**src/rtl/atm_session_ctrl_if.sv**
```systemverilog
// rtl/atm_session_ctrl_if.sv - kiosk front-end / dispenser signal bundle for atm_session_ctrl
interface atm_session_ctrl_if #(
    parameter int AMT_W = 8
);
    logic             card_inserted;
    logic             pin_valid;
    logic             pin_correct;
    logic             amt_valid;
    logic [AMT_W-1:0] amount;
    logic [AMT_W-1:0] balance;
    logic             disp_done;
    logic             disp_req;
    logic [AMT_W-1:0] disp_amount;
    logic             debit;
    logic             txn_error;
    logic             card_eject;
    logic             card_retain;
    logic             busy;

    modport master (
        output card_inserted, pin_valid, pin_correct, amt_valid, amount, balance, disp_done,
        input  disp_req, disp_amount, debit, txn_error, card_eject, card_retain, busy
    );

    modport slave (
        input  card_inserted, pin_valid, pin_correct, amt_valid, amount, balance, disp_done,
        output disp_req, disp_amount, debit, txn_error, card_eject, card_retain, busy
    );
endinterface

```
**src/rtl/atm_session_ctrl.sv**
```systemverilog
// rtl/atm_session_ctrl.sv - ATM kiosk session sequencer: PIN retries, timeout, amount check, dispense handshake
module atm_session_ctrl #(
    parameter int PIN_TRIES   = 3,
    parameter int TIMEOUT_CYC = 16,
    parameter int AMT_W       = 8
) (
    input  logic                clk,
    input  logic                reset,
    atm_session_ctrl_if.slave   bus
);
    localparam int                 TIMER_W   = (TIMEOUT_CYC > 2) ? $clog2(TIMEOUT_CYC) : 1;
    localparam logic [TIMER_W-1:0] TIMER_MAX = TIMER_W'(TIMEOUT_CYC - 1);
    localparam logic [2:0]         TRIES_MAX = 3'(PIN_TRIES);
    localparam logic [AMT_W-1:0]   ZERO_AMT  = '0;

    typedef enum logic [2:0] {
        ST_IDLE,
        ST_WAIT_PIN,
        ST_WAIT_AMT,
        ST_DISPENSE,
        ST_EJECT,
        ST_RETAIN
    } state_t;

    state_t             state;
    logic [2:0]         tries;
    logic [TIMER_W-1:0] timer;
    logic               disp_req_q;
    logic [AMT_W-1:0]   disp_amount_q;
    logic               debit_q;
    logic               txn_error_q;
    logic               card_eject_q;
    logic               card_retain_q;
    logic               busy_q;
    logic               timeout;
    logic               amt_bad;

    assign timeout = (timer == TIMER_MAX);
    assign amt_bad = (bus.amount == ZERO_AMT) || (bus.amount > bus.balance);

    // Level outputs are set on the transition into their state so they are valid one cycle after entry.
    always_ff @(posedge clk) begin
        if (reset) begin
            state         <= ST_IDLE;
            tries         <= '0;
            timer         <= '0;
            disp_req_q    <= 1'b0;
            disp_amount_q <= '0;
            debit_q       <= 1'b0;
            txn_error_q   <= 1'b0;
            card_eject_q  <= 1'b0;
            card_retain_q <= 1'b0;
            busy_q        <= 1'b0;
        end else begin
            debit_q     <= 1'b0;
            txn_error_q <= 1'b0;
            case (state)
                ST_IDLE: begin
                    if (bus.card_inserted) begin
                        state  <= ST_WAIT_PIN;
                        tries  <= '0;
                        timer  <= '0;
                        busy_q <= 1'b1;
                    end
                end
                ST_WAIT_PIN: begin
                    if (!bus.card_inserted) begin
                        state  <= ST_IDLE;
                        timer  <= '0;
                        busy_q <= 1'b0;
                    end else if (bus.pin_valid) begin
                        timer <= '0;
                        if (bus.pin_correct) begin
                            state <= ST_WAIT_AMT;
                        end else begin
                            tries <= tries + 3'd1;
                            if (tries + 3'd1 == TRIES_MAX) begin
                                state         <= ST_RETAIN;
                                card_retain_q <= 1'b1;
                            end
                        end
                    end else if (timeout) begin
                        state        <= ST_EJECT;
                        timer        <= '0;
                        card_eject_q <= 1'b1;
                    end else begin
                        timer <= timer + 1'b1;
                    end
                end
                ST_WAIT_AMT: begin
                    if (!bus.card_inserted) begin
                        state  <= ST_IDLE;
                        timer  <= '0;
                        busy_q <= 1'b0;
                    end else if (bus.amt_valid) begin
                        timer <= '0;
                        if (amt_bad) begin
                            state        <= ST_EJECT;
                            txn_error_q  <= 1'b1;
                            card_eject_q <= 1'b1;
                        end else begin
                            state         <= ST_DISPENSE;
                            disp_amount_q <= bus.amount;
                            disp_req_q    <= 1'b1;
                        end
                    end else if (timeout) begin
                        state        <= ST_EJECT;
                        timer        <= '0;
                        card_eject_q <= 1'b1;
                    end else begin
                        timer <= timer + 1'b1;
                    end
                end
                ST_DISPENSE: begin
                    // Card removal is deliberately ignored once cash is committed.
                    if (bus.disp_done) begin
                        state        <= ST_EJECT;
                        disp_req_q   <= 1'b0;
                        debit_q      <= 1'b1;
                        card_eject_q <= 1'b1;
                    end
                end
                ST_EJECT: begin
                    if (!bus.card_inserted) begin
                        state        <= ST_IDLE;
                        card_eject_q <= 1'b0;
                        busy_q       <= 1'b0;
                    end
                end
                ST_RETAIN: begin
                    if (!bus.card_inserted) begin
                        state         <= ST_IDLE;
                        card_retain_q <= 1'b0;
                        busy_q        <= 1'b0;
                    end
                end
                default: begin
                    state         <= ST_IDLE;
                    timer         <= '0;
                    disp_req_q    <= 1'b0;
                    card_eject_q  <= 1'b0;
                    card_retain_q <= 1'b0;
                    busy_q        <= 1'b0;
                end
            endcase
        end
    end

    assign bus.disp_req    = disp_req_q;
    assign bus.disp_amount = disp_amount_q;
    assign bus.debit       = debit_q;
    assign bus.txn_error   = txn_error_q;
    assign bus.card_eject  = card_eject_q;
    assign bus.card_retain = card_retain_q;
    assign bus.busy        = busy_q;
endmodule

```
**src/flat_wrapper.sv**
```systemverilog
// flat-port wrapper written by rule: the top's interface ports become plain ports
module atm_session_ctrl_flat 
#(
    parameter int PIN_TRIES   = 3,
    parameter int TIMEOUT_CYC = 16,
    parameter int AMT_W       = 8
)
  (clk, reset, bus_card_inserted, bus_pin_valid, bus_pin_correct, bus_amt_valid, bus_amount, bus_balance, bus_disp_done, bus_disp_req, bus_disp_amount, bus_debit, bus_txn_error, bus_card_eject, bus_card_retain, bus_busy);
  atm_session_ctrl_if #(.AMT_W(AMT_W)) bus_i ();
  input  logic clk;
  input  logic reset;
  input wire logic [$bits(bus_i.card_inserted)-1:0] bus_card_inserted;
  input wire logic [$bits(bus_i.pin_valid)-1:0] bus_pin_valid;
  input wire logic [$bits(bus_i.pin_correct)-1:0] bus_pin_correct;
  input wire logic [$bits(bus_i.amt_valid)-1:0] bus_amt_valid;
  input wire logic [$bits(bus_i.amount)-1:0] bus_amount;
  input wire logic [$bits(bus_i.balance)-1:0] bus_balance;
  input wire logic [$bits(bus_i.disp_done)-1:0] bus_disp_done;
  output wire logic [$bits(bus_i.disp_req)-1:0] bus_disp_req;
  output wire logic [$bits(bus_i.disp_amount)-1:0] bus_disp_amount;
  output wire logic [$bits(bus_i.debit)-1:0] bus_debit;
  output wire logic [$bits(bus_i.txn_error)-1:0] bus_txn_error;
  output wire logic [$bits(bus_i.card_eject)-1:0] bus_card_eject;
  output wire logic [$bits(bus_i.card_retain)-1:0] bus_card_retain;
  output wire logic [$bits(bus_i.busy)-1:0] bus_busy;
  assign bus_i.card_inserted = bus_card_inserted;
  assign bus_i.pin_valid = bus_pin_valid;
  assign bus_i.pin_correct = bus_pin_correct;
  assign bus_i.amt_valid = bus_amt_valid;
  assign bus_i.amount = bus_amount;
  assign bus_i.balance = bus_balance;
  assign bus_i.disp_done = bus_disp_done;
  assign bus_disp_req = bus_i.disp_req;
  assign bus_disp_amount = bus_i.disp_amount;
  assign bus_debit = bus_i.debit;
  assign bus_txn_error = bus_i.txn_error;
  assign bus_card_eject = bus_i.card_eject;
  assign bus_card_retain = bus_i.card_retain;
  assign bus_busy = bus_i.busy;
  atm_session_ctrl #(.PIN_TRIES(PIN_TRIES), .TIMEOUT_CYC(TIMEOUT_CYC), .AMT_W(AMT_W)) u_core (.clk(clk), .reset(reset), .bus(bus_i));
endmodule
```
**config.mk**
```make
export PLATFORM = sky130hd
export DESIGN_NAME = atm_session_ctrl_flat
export DESIGN_NICKNAME = d
export VERILOG_FILES = /design/src/rtl/atm_session_ctrl_if.sv /design/src/rtl/atm_session_ctrl.sv /design/src/flat_wrapper.sv
export SDC_FILE = /design/constraint.sdc
export NUM_CORES = 1
export LEC_CHECK = 0
export BUFFER_PORTS_ARGS = -buffer_cell sky130_fd_sc_hd__buf_4
export CAP_MARGIN = 20
export CORE_MARGIN = 1.5
export CORE_UTILIZATION = 50
export DETAILED_ROUTE_END_ITERATION = 10
export PLACE_DENSITY_LB_ADDON = 0.05
export SYNTH_ARGS = -nofsm -noshare
export SYNTH_HDL_FRONTEND = slang
export SYNTH_SLANG_ARGS = --single-unit
```
**constraint.sdc**
```tcl
create_clock -name clk -period 3.9 [get_ports clk]
set_input_delay 0 -clock clk [delete_from_list [all_inputs] [get_ports clk]]
set_output_delay 0 -clock clk [all_outputs]
set_load 0.005 [all_outputs]
```
; ---- After elaboration in Yosys (flattened, before gate mapping)
; Index checks and enable logic that the tools add are counted.
; Widths: inputs -> output; s select.
[classes]
n_eq_ne = 23
addsub = 2
reduce_logical = 20
order_cmp = 1
mux = 47
bitwise_logic = 9
[op_table]
columns = operator, count
row1 = $mux 3, 15
row2 = $ne 2x2->1 const B, 13
row3 = $mux 4, 6
row4 = $mux 1, 19
row5 = $pmux 4 s4, 1
row6 = $reduce_or 4->1, 4
row7 = $pmux 3 s5, 1
row8 = $reduce_and 5->1, 2
row9 = $eq 3x2->1 const B, 3
row10 = $not 1->1, 9
row11 = $pmux 1 s3, 3
row12 = $gt 8x8->1, 1
row13 = $logic_not 8->1, 1
row14 = $reduce_and 4->1, 2
row15 = $reduce_and 7->1, 1
row16 = $eq 3x3->1 const B, 2
row17 = $pmux 3 s2, 1
row18 = $reduce_and 6->1, 1
row19 = $reduce_or 2->1, 3
row20 = $ne 5x4->1 const B, 1
row21 = $pmux 1 s5, 1
row22 = $add 4x1->4 const B, 1
row23 = $eq 4x4->1 const B, 1
row24 = $add 3x1->3 const B, 1
row25 = 9 further kinds, 9
[word_totals]
input_bits = 23
out_inout_bits = 14
elab_cells = 112
register_bits = 24

; ---- Depth between registers and ports, before layout
[logic_depth]
depth_word = 7
ltp_mapped = 8

; ---- Least setup slack after synthesis
; Ideal clock, no wire load.
[synth_path]
kind = flip-flop to flip-flop
startpoint = register u_core.timer[0]
endpoint = register u_core.state[2]
slack_ns = 2.211
setup_ns = 0.123
t_arrival_ns = 1.565
path_stages_with_launch = 8
cell_sequence = dfxtp_1 ha_1 and3_1 buf_4 or3_1 a41oi_1 a221o_1 a21oi_1
[synth_between]
elab_chain_cells = 5
elab_cells_between_ends = 7
[synth_lines]
columns = element, line
row1 = start: declaration, atm_session_ctrl.sv:27  ; logic [TIMER_W-1:0] timer;
row2 = start signal: assignment, atm_session_ctrl.sv:87  ; timer <= timer + 1'b1;
row3 = start signal: assignment, atm_session_ctrl.sv:111  ; timer <= timer + 1'b1;
row4 = $eq 4x4->1 (*), atm_session_ctrl.sv:38  ; assign timeout = (timer == TIMER_MAX);
row5 = $mux 3 (*), n/a
row6 = "$mux 3, on equally long branches (2 in series)", n/a
row7 = $pmux 3 s5 (*), n/a
row8 = end signal: assignment, atm_session_ctrl.sv:44  ; state <= ST_IDLE;
row9 = end signal: assignment, atm_session_ctrl.sv:60  ; state <= ST_WAIT_PIN;
row10 = end signal: assignment, atm_session_ctrl.sv:68  ; state <= ST_IDLE;
row11 = end: declaration, atm_session_ctrl.sv:25  ; state_t state;
; Every way passes the cells marked *; elsewhere a longest branch is shown, timed or not.
; A chain may end at the register's enable or synchronous reset.

; ---- Worst setup path after layout
[layout_path]
startpoint = register u_core.state[1]
endpoint = register u_core.disp_amount_q[6] (netlist: u_core.bus.disp_amount[6])
[layout_between]
elab_chain_cells = 2
[layout_lines]
columns = element, line
row1 = $eq 3x2->1, atm_session_ctrl.sv:57  ; case (state)
row2 = $reduce_and 4->1 (no source line), n/a
row3 = end signal: assignment, atm_session_ctrl.sv:103  ; disp_amount_q <= bus.amount;
row4 = end: declaration, atm_session_ctrl.sv:29  ; logic [AMT_W-1:0] disp_amount_q;
; Every way passes these cells.

==> report_table.html <==
<table>
<tr><th>Metric</th><th>Value</th></tr>
<tr><th colspan="2">Clock tree</th></tr>
<tr><td>Clock transition at the registers of the reported paths</td><td>roughly 150 ps</td></tr>
<tr><td>Count of buffers added by post-CTS timing repair for setup</td><td>0</td></tr>
<tr><td>Number of sinks handled by clock tree synthesis</td><td>24</td></tr>
<tr><td>CTS Root Buffer Type</td><td>sky130_fd_sc_hd__clkbuf_4</td></tr>
<tr><td>Post_cts resized</td><td>0</td></tr>
<tr><td>Total clock buffers created by CTS</td><td>3</td></tr>
<tr><td>Maximum count of clock buffers along a single path</td><td>2</td></tr>
<tr><td>TritonCTS clock tree</td><td>done</td></tr>
<tr><td>Worst-Skew Late Latency</td><td>320 ps</td></tr>
<tr><td>Count of H-tree levels built during CTS</td><td>1</td></tr>
<tr><td>Hold-fix buffers at CTS</td><td>11</td></tr>
<tr><th colspan="2">Timing</th></tr>
<tr><td>Sum of negative setup slack</td><td>0 ps</td></tr>
<tr><td>Final max-slew violation count</td><td>0</td></tr>
<tr><td>Unrepaired setup endpoints after global routing</td><td>false</td></tr>
<tr><td>Final worst path period share</td><td>0.606</td></tr>
<tr><td>Time the worst path needs with I/O delays and setup</td><td>2360 ps</td></tr>
<tr><td>Relative slew margins</td><td>0.523</td></tr>
<tr><td>Post-Route Skew</td><td>~9 ps</td></tr>
<tr><td>Setup-violating endpoint count in the final report</td><td>0</td></tr>
<tr><td>Slew at the pin with the worst max-slew slack</td><td>a little over 700 ps</td></tr>
<tr><td>Worst hold slack</td><td>134 ps</td></tr>
<tr><td>Number of hold violations in the final report</td><td>0</td></tr>
<tr><td>Fmax</td><td>between 400 and 500 MHz</td></tr>
<tr><th colspan="2">Setup path</th></tr>
<tr><td>Stage delay of the slowest cell on the critical path</td><td>roughly 770 ps</td></tr>
<tr><td>Crit path arrival time</td><td>roughly 2600 ps</td></tr>
<tr><td>Worst-path fanout max</td><td>19</td></tr>
<tr><td>Kind of capture point of the worst setup path</td><td>flop</td></tr>
<tr><td>Worst flop-to-flop path startpoint</td><td>u_core.state[1]$_SDFFE_PP0P_</td></tr>
<tr><td>Crit-path leading delay family</td><td>simple AND/OR/NAND/NOR gates</td></tr>
<tr><td>Launch point of the critical path</td><td>u_core.state[1]$_SDFFE_PP0P_</td></tr>
<tr><td>Sum of buffers and inverters on the critical path</td><td>1</td></tr>
<tr><td>Cell with the largest stage delay on the worst path</td><td>sky130_fd_sc_hd__dfxtp_1</td></tr>
<tr><td>CP startpoint kind</td><td>flop</td></tr>
<tr><td>Worst setup path class</td><td>reg2reg</td></tr>
<tr><td>Critical path data required time</td><td>about 4200 ps</td></tr>
<tr><td>Cells traversed along the worst timing path</td><td>nand2b_1 &gt; nor2b_2 &gt; nand2_1 &gt; nor4b_2 &gt; buf_4 &gt; mux2i_1</td></tr>
<tr><th colspan="2">Pwr</th></tr>
<tr><td>Peak supply drop</td><td>approximately 0.13 mV</td></tr>
<tr><td>Leakage component of the power</td><td>a little under 0.9 nW</td></tr>
<tr><td>Power density over cell area</td><td>around 260 nW/um2</td></tr>
<tr><th colspan="2">GRT</th></tr>
<tr><td>Pin count of the biggest net entering global routing</td><td>23</td></tr>
<tr><td>Number of global-route vias before repair</td><td>around 1400</td></tr>
<tr><td>Initial antenna violation count</td><td>0</td></tr>
<tr><td>First-pass GRT wire length</td><td>6.38 mm</td></tr>
<tr><td>Overflow left after global routing</td><td>0</td></tr>
<tr><td>Overall Global Routing Usage</td><td>0.222</td></tr>
<tr><th colspan="2">Yosys</th></tr>
<tr><td>Flip-flop and latch count after synthesis</td><td>24</td></tr>
<tr><td>Average cell area after synthesis</td><td>8.14 um2</td></tr>
<tr><td>Post-synthesis async set-or-reset flop share</td><td>0</td></tr>
<tr><td>Number of flops mapped to enable cells by yosys</td><td>0</td></tr>
<tr><td>Syn Nets</td><td>about 240</td></tr>
<tr><td>Total of warnings raised by yosys</td><td>0</td></tr>
<tr><td>Unique cell type count in the Yosys netlist</td><td>53</td></tr>
<tr><td>Syn Inst Count</td><td>210</td></tr>
<tr><td>Proportion of synthesized chip area in sequential cells</td><td>0.281</td></tr>
<tr><td>Cell Area, Synth</td><td>1710 um2</td></tr>
<tr><td>Primary FF master, synth</td><td>sky130_fd_sc_hd__dfxtp_1</td></tr>
<tr><th colspan="2">Floorplan</th></tr>
<tr><td>Die area</td><td>3780 um2</td></tr>
<tr><td>Number of placed I/O pins</td><td>37</td></tr>
<tr><td>Die extent in y</td><td>61.5 um</td></tr>
<tr><td>X dimension of the die</td><td>a little over 60 um</td></tr>
<tr><td>Cell Rows</td><td>21</td></tr>
<tr><td>Initial Utilization</td><td>0.516</td></tr>
<tr><td>Core Box Area</td><td>3310 um2</td></tr>
<tr><th colspan="2">Drt</th></tr>
<tr><td>Vias per cell</td><td>~5.4</td></tr>
<tr><td>Drt first pass iters</td><td>5</td></tr>
<tr><td>DRC violation count after routing</td><td>0</td></tr>
<tr><td>Final Routed Wirelength</td><td>3.93 mm</td></tr>
<tr><td>Count of routing violations after the opening detailed-route iteration</td><td>53</td></tr>
<tr><td>Total via count in the routed design</td><td>around 1600</td></tr>
<tr><td>Routed length per instance</td><td>roughly 13 um</td></tr>
<tr><td>Post-route antenna net violation count</td><td>0</td></tr>
<tr><th colspan="2">Placed design</th></tr>
<tr><td>Placed inst area</td><td>1960 um2</td></tr>
<tr><td>Port Buf Inserts</td><td>36</td></tr>
<tr><td>Last weighted congestion value of the routability-driven placer</td><td>~0.8</td></tr>
<tr><td>Dpl hpwl</td><td>between 2 and 3 mm</td></tr>
<tr><th colspan="2">Cells and area</th></tr>
<tr><td>Summed area of non-filler cells in the final layout</td><td>between 2000 and 2500 um2</td></tr>
<tr><td>Most common library cell in the layout ignoring fill and taps</td><td>sky130_fd_sc_hd__buf_4</td></tr>
<tr><td>Fraction of layout cells with a size suffix above 1</td><td>0.215</td></tr>
<tr><td>Commonest non-fill, non-tap cells in the layout</td><td>37 x sky130_fd_sc_hd__buf_4, 26 x sky130_fd_sc_hd__nand2_1, 24 x sky130_fd_sc_hd__dfxtp_1</td></tr>
<tr><td>Total number of nets in the final design</td><td>around 290</td></tr>
<tr><td>ANT cells</td><td>0</td></tr>
<tr><td>Post-synthesis to final-layout area growth</td><td>24.9%</td></tr>
<tr><th colspan="2">Worst hold path</th></tr>
<tr><td>Min-Delay Startpoint</td><td>bus_pin_valid</td></tr>
<tr><td>Class of the tightest hold or removal check</td><td>in2reg</td></tr>
<tr><th colspan="2">Run status</th></tr>
<tr><td>Result of the run</td><td>finished clean</td></tr>
<tr><th colspan="2">Run</th></tr>
<tr><td>Reported max-cap violation count</td><td>0</td></tr>
</table>
metrics by stage:
step / setup WS [ps] / cells / utilization / total power, mW
5_1_grt: 1370 / 297 / 0.645 / 0.573
3_5_place_dp: 1290 / 281 / 0.593 / 0.356
2_1_floorplan: 2210 / 210 / - / 0.322
6_report: 1540 / 297 / 0.645 / 0.545
4_1_cts: 1260 / 296 / 0.642 / 0.548
3_3_place_gp: 1500 / 281 / 0.593 / 0.353
worst min-delay path, delay by kind of cell:
family | cells | cell delay (ps)
simple gates | 2 | 230
buf+inv | 1 | 110
compound gates | 1 | 90
path summary, 6_finish.rpt:
| kind | endpoint | slack [ps] | cells after the start |
|---|---|---|---|
| worst max register to register | u_core.bus.disp_amount[6]$_SDFFE_PP0P_ | 1540 | 6 |
| worst min-delay path | u_core.bus.card_eject$_SDFFE_PP0P_ | 130 | 4 |
| worst min register to register | u_core.bus.disp_amount[3]$_SDFFE_PP0P_ | 480 | 2 |
| worst max-delay path | u_core.bus.disp_amount[6]$_SDFFE_PP0P_ | 1540 | 6 |
area by class of cell:
class / instances / area (um2)
Sequential cell: 24 / 480
Multi-Input combinational cell: 160 / 1100
Clock buffer: 3 / 22.5
Fill cell: 312 / 1180
Timing Repair Buffer: 48 / 388
Clock inverter: 1 / 30.0
Tap cell: 46 / 57.6
Inverter: 15 / 56.3
state kept, by name (all words and copies together) (netlist names):
| signal | flops |
|---|---|
| u_core.bus.disp_amount | 8 |
| u_core.bus.txn_error | 1 |
| u_core.bus.disp_req | 1 |
| u_core.timer | 4 |
| u_core.bus.card_retain | 1 |
| u_core.bus.busy | 1 |
| u_core.tries | 3 |
| u_core.state | 3 |
| u_core.bus.debit | 1 |
| u_core.bus.card_eject | 1 |
layer usage:
layer	track usage	vias to the layer above	part of all wire
li1	-	827	-
met1	0.283	741	0.45
met2	0.380	38	0.51
met3	0.0441	4	0.032
met4	0.0638	0	0.0089
met5	0	-	0
cell usage after synthesis (2+ instances only):
library cell	number	share of area
sky130_fd_sc_hd__a211oi_2	2	0.015
sky130_fd_sc_hd__a21oi_1	12	0.035
sky130_fd_sc_hd__a22oi_1	2	0.0088
sky130_fd_sc_hd__a31oi_1	2	0.0073
sky130_fd_sc_hd__and2_1	4	0.015
sky130_fd_sc_hd__and2b_1	2	0.0088
sky130_fd_sc_hd__buf_2	4	0.012
sky130_fd_sc_hd__buf_4	3	0.013
sky130_fd_sc_hd__buf_6	2	0.013
sky130_fd_sc_hd__clkbuf_1	2	0.0044
sky130_fd_sc_hd__dfxtp_1	24	0.28
sky130_fd_sc_hd__ha_1	11	0.081
sky130_fd_sc_hd__inv_1	14	0.031
sky130_fd_sc_hd__mux2i_1	9	0.053
sky130_fd_sc_hd__nand2_1	26	0.057
sky130_fd_sc_hd__nand2b_1	4	0.015
sky130_fd_sc_hd__nand3_1	5	0.015
sky130_fd_sc_hd__nand3b_1	3	0.013
sky130_fd_sc_hd__nand4_1	3	0.011
sky130_fd_sc_hd__nor2_1	18	0.040
sky130_fd_sc_hd__nor2b_1	3	0.011
sky130_fd_sc_hd__nor3_1	5	0.015
sky130_fd_sc_hd__nor3b_1	2	0.0088
sky130_fd_sc_hd__nor4_1	3	0.011
sky130_fd_sc_hd__o211a_1	2	0.012
sky130_fd_sc_hd__o211ai_1	4	0.018
sky130_fd_sc_hd__o21ai_0	9	0.026
sky130_fd_sc_hd__or3_1	4	0.015
sky130_fd_sc_hd__xnor2_1	2	0.010
cell families after synthesis:
group                      share of synthesized area
adders and majority gates                     0.0805
buffers and inverters                         0.0754
xor gates and xnor gates                      0.0103
AOI/OAI and AO/OA                              0.195
DFF                                            0.281
and+or+nand+nor                                0.298
muxes                                         0.0593
power by group:
part / internal, mW / switching [mW] / total (mW) / leakage (nW)
logic: 0.0519 / 0.0509 / 0.103 / 0.671
clock network: 0.104 / 0.0812 / 0.185 / 0.0279
registers: 0.248 / 0.00916 / 0.257 / 0.194
total: 0.404 / 0.141 / 0.545 / 0.893
Note: power is estimated with default switching activity, not from simulation.
